<file path="src/rtl/video_pkg.sv">
// Shared video timing constants and colour helpers.
package video_pkg;

    // 640x480 @ 60 Hz, 25.175 MHz pixel clock, negative syncs
    localparam int VGA640_H_ACTIVE = 640;
    localparam int VGA640_H_FP     = 16;
    localparam int VGA640_H_SYNC   = 96;
    localparam int VGA640_H_BP     = 48;
    localparam int VGA640_V_ACTIVE = 480;
    localparam int VGA640_V_FP     = 10;
    localparam int VGA640_V_SYNC   = 2;
    localparam int VGA640_V_BP     = 33;
    localparam bit VGA640_H_POL    = 1'b0;
    localparam bit VGA640_V_POL    = 1'b0;

    // 800x600 @ 60 Hz, 40 MHz pixel clock, positive syncs
    localparam int SVGA800_H_ACTIVE = 800;
    localparam int SVGA800_H_FP     = 40;
    localparam int SVGA800_H_SYNC   = 128;
    localparam int SVGA800_H_BP     = 88;
    localparam int SVGA800_V_ACTIVE = 600;
    localparam int SVGA800_V_FP     = 1;
    localparam int SVGA800_V_SYNC   = 4;
    localparam int SVGA800_V_BP     = 23;
    localparam bit SVGA800_H_POL    = 1'b1;
    localparam bit SVGA800_V_POL    = 1'b1;

    // Control word carried through the alignment delay line (pin levels).
    typedef struct packed {
        logic hsync;
        logic vsync;
        logic blank;
    } ctrl_t;

    // Counter width for a total count; never narrower than one bit.
    function automatic int ctr_width(input int total);
        return (total > 1) ? $clog2(total) : 1;
    endfunction

    // Replicate the low 'bits' bits of v MSB-first across 8 bits.
    function automatic logic [7:0] expand8(input logic [7:0] v, input int bits);
        logic [7:0] o;
        o = '0;
        for (int i = 0; i < 8; i++) begin
            o[7-i] = v[3'(bits - 1 - (i % bits))];
        end
        return o;
    endfunction

endpackage

</file>
<file path="src/rtl/video_timing_gen_if.sv">
// Pixel request / video output bundle of the timing generator.
interface video_timing_gen_if #(
    parameter int IN_BITS = 4,
    parameter int X_W     = 10,
    parameter int Y_W     = 10
);
    logic [IN_BITS-1:0] in_r;
    logic [IN_BITS-1:0] in_g;
    logic [IN_BITS-1:0] in_b;
    logic [X_W-1:0]     x;
    logic [Y_W-1:0]     y;
    logic               req;
    logic               line_start;
    logic               frame_start;
    logic               hsync;
    logic               vsync;
    logic               blank;
    logic               de;
    logic [7:0]         r8;
    logic [7:0]         g8;
    logic [7:0]         b8;

    modport master (
        input  in_r, in_g, in_b,
        output x, y, req, line_start, frame_start,
        output hsync, vsync, blank, de, r8, g8, b8
    );

    modport slave (
        output in_r, in_g, in_b,
        input  x, y, req, line_start, frame_start,
        input  hsync, vsync, blank, de, r8, g8, b8
    );
endinterface

</file>
<file path="src/rtl/video_delay.sv">
// Width-by-depth shift register with a reset value; q_pre is the word that
// will appear on q after the next edge.
module video_delay #(
    parameter int               WIDTH   = 3,
    parameter int               DEPTH   = 2,
    parameter logic [WIDTH-1:0] RST_VAL = '0
) (
    input  logic             clk,
    input  logic             reset,
    input  logic [WIDTH-1:0] d,
    output logic [WIDTH-1:0] q,
    output logic [WIDTH-1:0] q_pre
);
    logic [WIDTH-1:0] stage [DEPTH];

    // Shift one stage per clock; reset flushes every stage to the idle word.
    always_ff @(posedge clk) begin
        if (reset) begin
            for (int i = 0; i < DEPTH; i++) stage[i] <= RST_VAL;
        end else begin
            stage[0] <= d;
            for (int i = 1; i < DEPTH; i++) stage[i] <= stage[i-1];
        end
    end

    assign q = stage[DEPTH-1];

    generate
        if (DEPTH == 1) begin : g_pre_in
            assign q_pre = d;
        end else begin : g_pre_stage
            assign q_pre = stage[DEPTH-2];
        end
    endgenerate

endmodule

</file>
<file path="src/rtl/video_timing_gen.sv">
// Raster timing generator: x/y counters, pixel requests, sync/blank generation
// delayed to meet the pixel source latency, and colour expansion to 8 bits.
module video_timing_gen
    import video_pkg::*;
#(
    parameter int H_ACTIVE = 640,
    parameter int H_FP     = 16,
    parameter int H_SYNC   = 96,
    parameter int H_BP     = 48,
    parameter int V_ACTIVE = 480,
    parameter int V_FP     = 10,
    parameter int V_SYNC   = 2,
    parameter int V_BP     = 33,
    parameter bit H_POL    = 1'b0,
    parameter bit V_POL    = 1'b0,
    parameter int IN_BITS  = 4,
    parameter int PIPE     = 1
) (
    input  logic              clk_pixel,
    input  logic              reset,
    video_timing_gen_if.master vid
);
    localparam int H_TOTAL = H_ACTIVE + H_FP + H_SYNC + H_BP;
    localparam int V_TOTAL = V_ACTIVE + V_FP + V_SYNC + V_BP;
    localparam int X_W     = ctr_width(H_TOTAL);
    localparam int Y_W     = ctr_width(V_TOTAL);

    localparam logic [X_W-1:0] X_LAST = X_W'(H_TOTAL - 1);
    localparam logic [Y_W-1:0] Y_LAST = Y_W'(V_TOTAL - 1);

    localparam int HS_START = H_ACTIVE + H_FP;
    localparam int HS_END   = H_ACTIVE + H_FP + H_SYNC;
    localparam int VS_START = V_ACTIVE + V_FP;
    localparam int VS_END   = V_ACTIVE + V_FP + V_SYNC;

    localparam ctrl_t CTRL_IDLE = '{hsync: ~H_POL, vsync: ~V_POL, blank: 1'b1};

    logic [X_W-1:0] x_cnt;
    logic [Y_W-1:0] y_cnt;
    logic           active;
    logic           hs_act;
    logic           vs_act;
    ctrl_t          ctrl_raw;
    ctrl_t          ctrl_out;
    ctrl_t          ctrl_pre;
    logic [7:0]     r8_q;
    logic [7:0]     g8_q;
    logic [7:0]     b8_q;

    // Raster counters: x wraps every line, y advances on the x wrap.
    always_ff @(posedge clk_pixel) begin
        if (reset) begin
            x_cnt <= '0;
            y_cnt <= '0;
        end else if (x_cnt == X_LAST) begin
            x_cnt <= '0;
            y_cnt <= (y_cnt == Y_LAST) ? '0 : y_cnt + 1'b1;
        end else begin
            x_cnt <= x_cnt + 1'b1;
        end
    end

    // Raw region decode for the coordinate currently presented.
    always_comb begin
        active         = (int'(x_cnt) < H_ACTIVE) && (int'(y_cnt) < V_ACTIVE);
        hs_act         = (int'(x_cnt) >= HS_START) && (int'(x_cnt) < HS_END);
        vs_act         = (int'(y_cnt) >= VS_START) && (int'(y_cnt) < VS_END);
        ctrl_raw.hsync = hs_act ? H_POL : ~H_POL;
        ctrl_raw.vsync = vs_act ? V_POL : ~V_POL;
        ctrl_raw.blank = ~active;
    end

    // PIPE+1 stages: PIPE for the pixel source, one for the colour register.
    video_delay #(
        .WIDTH   ($bits(ctrl_t)),
        .DEPTH   (PIPE + 1),
        .RST_VAL (CTRL_IDLE)
    ) u_delay (
        .clk   (clk_pixel),
        .reset (reset),
        .d     (ctrl_raw),
        .q     (ctrl_out),
        .q_pre (ctrl_pre)
    );

    // Colour register, qualified by the blank that will accompany it on the outputs.
    always_ff @(posedge clk_pixel) begin
        if (reset || ctrl_pre.blank) begin
            r8_q <= '0;
            g8_q <= '0;
            b8_q <= '0;
        end else begin
            r8_q <= expand8(8'(vid.in_r), IN_BITS);
            g8_q <= expand8(8'(vid.in_g), IN_BITS);
            b8_q <= expand8(8'(vid.in_b), IN_BITS);
        end
    end

    assign vid.x           = x_cnt;
    assign vid.y           = y_cnt;
    assign vid.req         = active;
    assign vid.line_start  = (x_cnt == '0);
    assign vid.frame_start = (x_cnt == '0) && (y_cnt == '0);
    assign vid.hsync       = ctrl_out.hsync;
    assign vid.vsync       = ctrl_out.vsync;
    assign vid.blank       = ctrl_out.blank;
    assign vid.de          = ~ctrl_out.blank;
    assign vid.r8          = r8_q;
    assign vid.g8          = g8_q;
    assign vid.b8          = b8_q;

endmodule

</file>
<file path="src/flat_wrapper.sv">
// flat-port wrapper written by rule: the top's interface ports become plain ports
module video_timing_gen_flat import video_pkg::*;
#(
    parameter int H_ACTIVE = 640,
    parameter int H_FP     = 16,
    parameter int H_SYNC   = 96,
    parameter int H_BP     = 48,
    parameter int V_ACTIVE = 480,
    parameter int V_FP     = 10,
    parameter int V_SYNC   = 2,
    parameter int V_BP     = 33,
    parameter bit H_POL    = 1'b0,
    parameter bit V_POL    = 1'b0,
    parameter int IN_BITS  = 4,
    parameter int PIPE     = 1
)
  (clk_pixel, reset, vid_in_r, vid_in_g, vid_in_b, vid_x, vid_y, vid_req, vid_line_start, vid_frame_start, vid_hsync, vid_vsync, vid_blank, vid_de, vid_r8, vid_g8, vid_b8);
  video_timing_gen_if #(.IN_BITS(IN_BITS)) vid_i ();
  input  logic clk_pixel;
  input  logic reset;
  input wire logic [$bits(vid_i.in_r)-1:0] vid_in_r;
  input wire logic [$bits(vid_i.in_g)-1:0] vid_in_g;
  input wire logic [$bits(vid_i.in_b)-1:0] vid_in_b;
  output wire logic [$bits(vid_i.x)-1:0] vid_x;
  output wire logic [$bits(vid_i.y)-1:0] vid_y;
  output wire logic [$bits(vid_i.req)-1:0] vid_req;
  output wire logic [$bits(vid_i.line_start)-1:0] vid_line_start;
  output wire logic [$bits(vid_i.frame_start)-1:0] vid_frame_start;
  output wire logic [$bits(vid_i.hsync)-1:0] vid_hsync;
  output wire logic [$bits(vid_i.vsync)-1:0] vid_vsync;
  output wire logic [$bits(vid_i.blank)-1:0] vid_blank;
  output wire logic [$bits(vid_i.de)-1:0] vid_de;
  output wire logic [$bits(vid_i.r8)-1:0] vid_r8;
  output wire logic [$bits(vid_i.g8)-1:0] vid_g8;
  output wire logic [$bits(vid_i.b8)-1:0] vid_b8;
  assign vid_i.in_r = vid_in_r;
  assign vid_i.in_g = vid_in_g;
  assign vid_i.in_b = vid_in_b;
  assign vid_x = vid_i.x;
  assign vid_y = vid_i.y;
  assign vid_req = vid_i.req;
  assign vid_line_start = vid_i.line_start;
  assign vid_frame_start = vid_i.frame_start;
  assign vid_hsync = vid_i.hsync;
  assign vid_vsync = vid_i.vsync;
  assign vid_blank = vid_i.blank;
  assign vid_de = vid_i.de;
  assign vid_r8 = vid_i.r8;
  assign vid_g8 = vid_i.g8;
  assign vid_b8 = vid_i.b8;
  video_timing_gen #(.H_ACTIVE(H_ACTIVE), .H_FP(H_FP), .H_SYNC(H_SYNC), .H_BP(H_BP), .V_ACTIVE(V_ACTIVE), .V_FP(V_FP), .V_SYNC(V_SYNC), .V_BP(V_BP), .H_POL(H_POL), .V_POL(V_POL), .IN_BITS(IN_BITS), .PIPE(PIPE)) u_core (.clk_pixel(clk_pixel), .reset(reset), .vid(vid_i));
endmodule
</file>
<file path="config.mk">
export PLATFORM = sky130hd
export DESIGN_NAME = video_timing_gen_flat
export DESIGN_NICKNAME = d
export VERILOG_FILES = /design/src/rtl/video_pkg.sv /design/src/rtl/video_timing_gen_if.sv /design/src/rtl/video_delay.sv /design/src/rtl/video_timing_gen.sv /design/src/flat_wrapper.sv
export SDC_FILE = /design/constraint.sdc
export NUM_CORES = 1
export LEC_CHECK = 0
export BUFFER_PORTS_ARGS = -buffer_cell sky130_fd_sc_hd__clkbuf_2
export CORE_ASPECT_RATIO = 0.75
export CORE_MARGIN = 2
export CORE_UTILIZATION = 30
export DETAILED_ROUTE_END_ITERATION = 7
export PLACE_DENSITY_LB_ADDON = 0.1
export SLEW_MARGIN = 0
export SYNTH_ARGS = -nofsm -noshare
export SYNTH_HDL_FRONTEND = slang
export SYNTH_SLANG_ARGS = --single-unit
</file>
<file path="constraint.sdc">
create_clock -name clk_pixel -period 5.9 [get_ports clk_pixel]
set_input_delay 0.59 -clock clk_pixel [delete_from_list [all_inputs] [get_ports clk_pixel]]
set_output_delay 0.59 -clock clk_pixel [all_outputs]
set_load 0.01 [all_outputs]
</file>
==> results.json <==
{
  "overflow": 0,
  "grt_first_pass_wirelength_um": 5423,
  "ant_nets": 0,
  "r2r_end": "u_core.vid.y[9]$_SDFFE_PP0N_",
  "synth_common_cells": "38 x dfxtp_1, 24 x nor2_1, 12 x and2_1, 12 x buf_4, 9 x nand3_1",
  "leakage_nw": 0.8815,
  "grt_use_total_pct": 12.35,
  "cts.sinks": 38,
  "worst-slew-pin-transition_ps": 609.5,
  "finalCritPeriodShare_pct": 43.18,
  "cts_tree": "done",
  "wirelength_um": 3465,
  "syn_nets": 193,
  "viasPerCell": 4.240,
  "setup.worst_path.start_class": "register",
  "numPortBuffers": 64,
  "finalClockSkew_ps": 1.488,
  "dpl_cell_area_mm2": 0.001884,
  "synth-edff-count": 0,
  "drive_gt1_share_pct": 34.21,
  "finalHoldViolCount": 0,
  "final.min_clock_period_ps": 2548,
  "wl_per_cell_um": 11.55,
  "die_w_um": 88.04,
  "finalSetupViolCount": 0,
  "ys.warnings.count": 0,
  "final_area_mm2": 0.001963,
  "dpl.hpwl_um": 2534,
  "cp-endpoint": "vid_frame_start",
  "reg2regPathDepth": 4,
  "place_congestion": 0.7679,
  "worstPathRequired_ps": 5310,
  "multi_input_area_um2": 683.2,
  "initial_core_util_pct": 31.72,
  "drv_cap": 0,
  "grt_setup_unrepaired": "no",
  "syn-mean-instance-area_um2": 9.080,
  "cts_buffers": 5,
  "drc": 0,
  "power_density_mw_per_mm2": 239.2,
  "cp_max_fo": 8,
  "grt_pass1_vias": 1062,
  "ys_seq_elements": 38,
  "slew_headroom_pct": 58.99,
  "seq_area_frac_synth_pct": 47.87,
  "register_area_um2": 760.7,
  "arrival_ps": 1960,
  "reg2reg_from": "u_core.vid.x[4]$_SDFF_PP0_",
  "startpoint": "u_core.vid.x[4]$_SDFF_PP0_",
  "cts_root_buffer": "clkbuf_8",
  "async_flop_share_pct": 0,
  "status": "complete, no violations",
  "peakVddDrop_uv": 90.06,
  "yosys.area.top_type": "dfxtp_1",
  "critical_path_class": "reg2out",
  "setup_tns_ps": 0,
  "grt_max_degree": 14,
  "n_antenna_cell": 0,
  "die_area_mm2": 0.005901,
  "ys_types": 30,
  "coreArea_mm2": 0.005010,
  "timing.fmax_mhz": 392.5,
  "synth_cells": 175,
  "cts_max_level": 2,
  "cts_buffer_depth": 2,
  "ios": 65,
  "worstSetupEndpointType": "output pin",
  "syn_area_mm2": 0.001589,
  "cts-resized-gates": 0,
  "vias": 1272,
  "hold_path_class": "reg2reg",
  "area_delta_synth_final_pct": 23.54,
  "slew_violations": 0,
  "nNetsFinal": 246,
  "die_h_um": 67.03,
  "synth_top_area_share_pct": 47.87,
  "drtIter0Drc": 80,
  "cts_hold_buf": 0,
  "synth_area_leaders": "dfxtp_1 48%, buf_4 5.7%, nor2_1 5.7%",
  "clk_pin_slew_ps": 70,
  "grt_antenna_before_repair": 0,
  "nFillCells": 527,
  "rows": 22,
  "rrSetupSlack_ps": 3730,
  "clock_latency_ps": 290,
  "synth_flop_cell": "dfxtp_1",
  "firstDrtPassIters": 4,
  "yosysMostFrequentCell": "dfxtp_1",
  "post_cts.repair.setup_buffers": 0
}
==> power by group <==
group | leakage (nW) | internal (W) | switching [W] | total (W)
logic | 0.528 | 0.0000157 | 0.0000179 | 0.0000336
registers | 0.309 | 0.000262 | 0.00000398 | 0.000266
clock network | 0.0438 | 0.0000794 | 0.0000905 | 0.000170
==> area by class of cell <==
| cell class | instances | share of cell area (%) |
|---|---|---|
| Clock inverter | 2 | 0.5099 |
| Clock buffer | 5 | 3.505 |
| Inverter | 8 | 1.530 |
| Timing Repair Buffer | 64 | 16.32 |
| Multi-Input combinational cell | 111 | 34.80 |
| Sequential cell | 38 | 38.75 |
| Tap cell | 72 | 4.589 |
==> registers in the layout, summed over array words and instances (netlist names) <==
name,cells
u_core.vid.g8,4
u_core.vid.r8,4
u_core.vid.y,10
u_core.vid.x,10
u_core.vid.b8,4
u_core.u_delay.stage,6
==> layout by cell type, fill, tap and decap left out, drive strengths merged <==
cell / count
clkbuf: 69
dfxtp: 38
nor2: 24
and2: 12
nand3: 9
inv: 8
nand2: 7
xnor2: 7
xor2: 7
and3: 6
nor4: 5
nand4: 4
nor3: 4
ha: 4
o21ai: 3
or3: 3
a21oi: 3
or2: 3
or4: 3
mux2i: 2
clkinv: 2
nor2b: 1
or4b: 1
a31o: 1
and4: 1
nor4bb: 1
==> worst max-delay path, cell delays in order (launching register included) <==
cell and delay, ps:
dfxtp_1 380, or4_2 670, nor4_1 300, and3_1 200, clkbuf_2 120
==> routing by layer <==
layer / part of all wire, % / vias to the layer above / track usage, % / wire length (um)
met5: 0 / - / 0 / 0
met4: 1.2 / 0 / 5.114 / 40
met3: 6.9 / 4 / 4.461 / 239
met2: 40 / 44 / 16.48 / 1382
met1: 52 / 552 / 17.60 / 1801
li1: - / 672 / - / -
==> metrics by stage <==
stage / power, W / instances / setup slack, ps / hold WS [ps] / util [%]
after detailed placement: 0.0003065 / 293 / 3656 / 393.2 / 37.61
after global placement: 0.0003066 / 293 / 3675 / 390.8 / 37.61
after floorplan: 0.0002940 / 175 / 3514 / 389.5 / -
after CTS: 0.0004776 / 300 / 3333 / 411.9 / 39.19
final: 0.0004696 / 300 / 3352 / 409.6 / 39.19
after global routing: 0.0004941 / 300 / 3252 / 430.6 / 39.19
==> logic make-up after synthesis <==
family,after synthesis,synth area share [%]
adder cells (fa/ha/maj),4,3.150
XOR/XNOR,14,7.717
AND/OR/NAND/NOR,84,28.43
buffers and inverters,26,9.134
AO/OA/AOI/OAI,7,2.440
flip-flops,38,47.87
multiplexers,2,1.260
==> worst min-delay path by stage <==
stage / cells past startpoint / endpoint / from / slack (ps)
2_1_floorplan: 1 / u_core.u_delay.stage[0][4]$_SDFF_PP1_ / u_core.u_delay.stage[0][1]$_SDFF_PP1_ / 390
3_3_place_gp: 1 / u_core.u_delay.stage[0][4]$_SDFF_PP1_ / u_core.u_delay.stage[0][1]$_SDFF_PP1_ / 390
3_5_place_dp: 1 / u_core.u_delay.stage[0][5]$_SDFF_PP1_ / u_core.u_delay.stage[0][2]$_SDFF_PP1_ / 390
4_1_cts: 1 / u_core.u_delay.stage[0][5]$_SDFF_PP1_ / u_core.u_delay.stage[0][2]$_SDFF_PP1_ / 410
5_1_grt: 1 / u_core.u_delay.stage[0][5]$_SDFF_PP1_ / u_core.u_delay.stage[0][2]$_SDFF_PP1_ / 430
6_report: 1 / u_core.u_delay.stage[0][5]$_SDFF_PP1_ / u_core.u_delay.stage[0][2]$_SDFF_PP1_ / 410
Power figures use the tool's default switching activity.
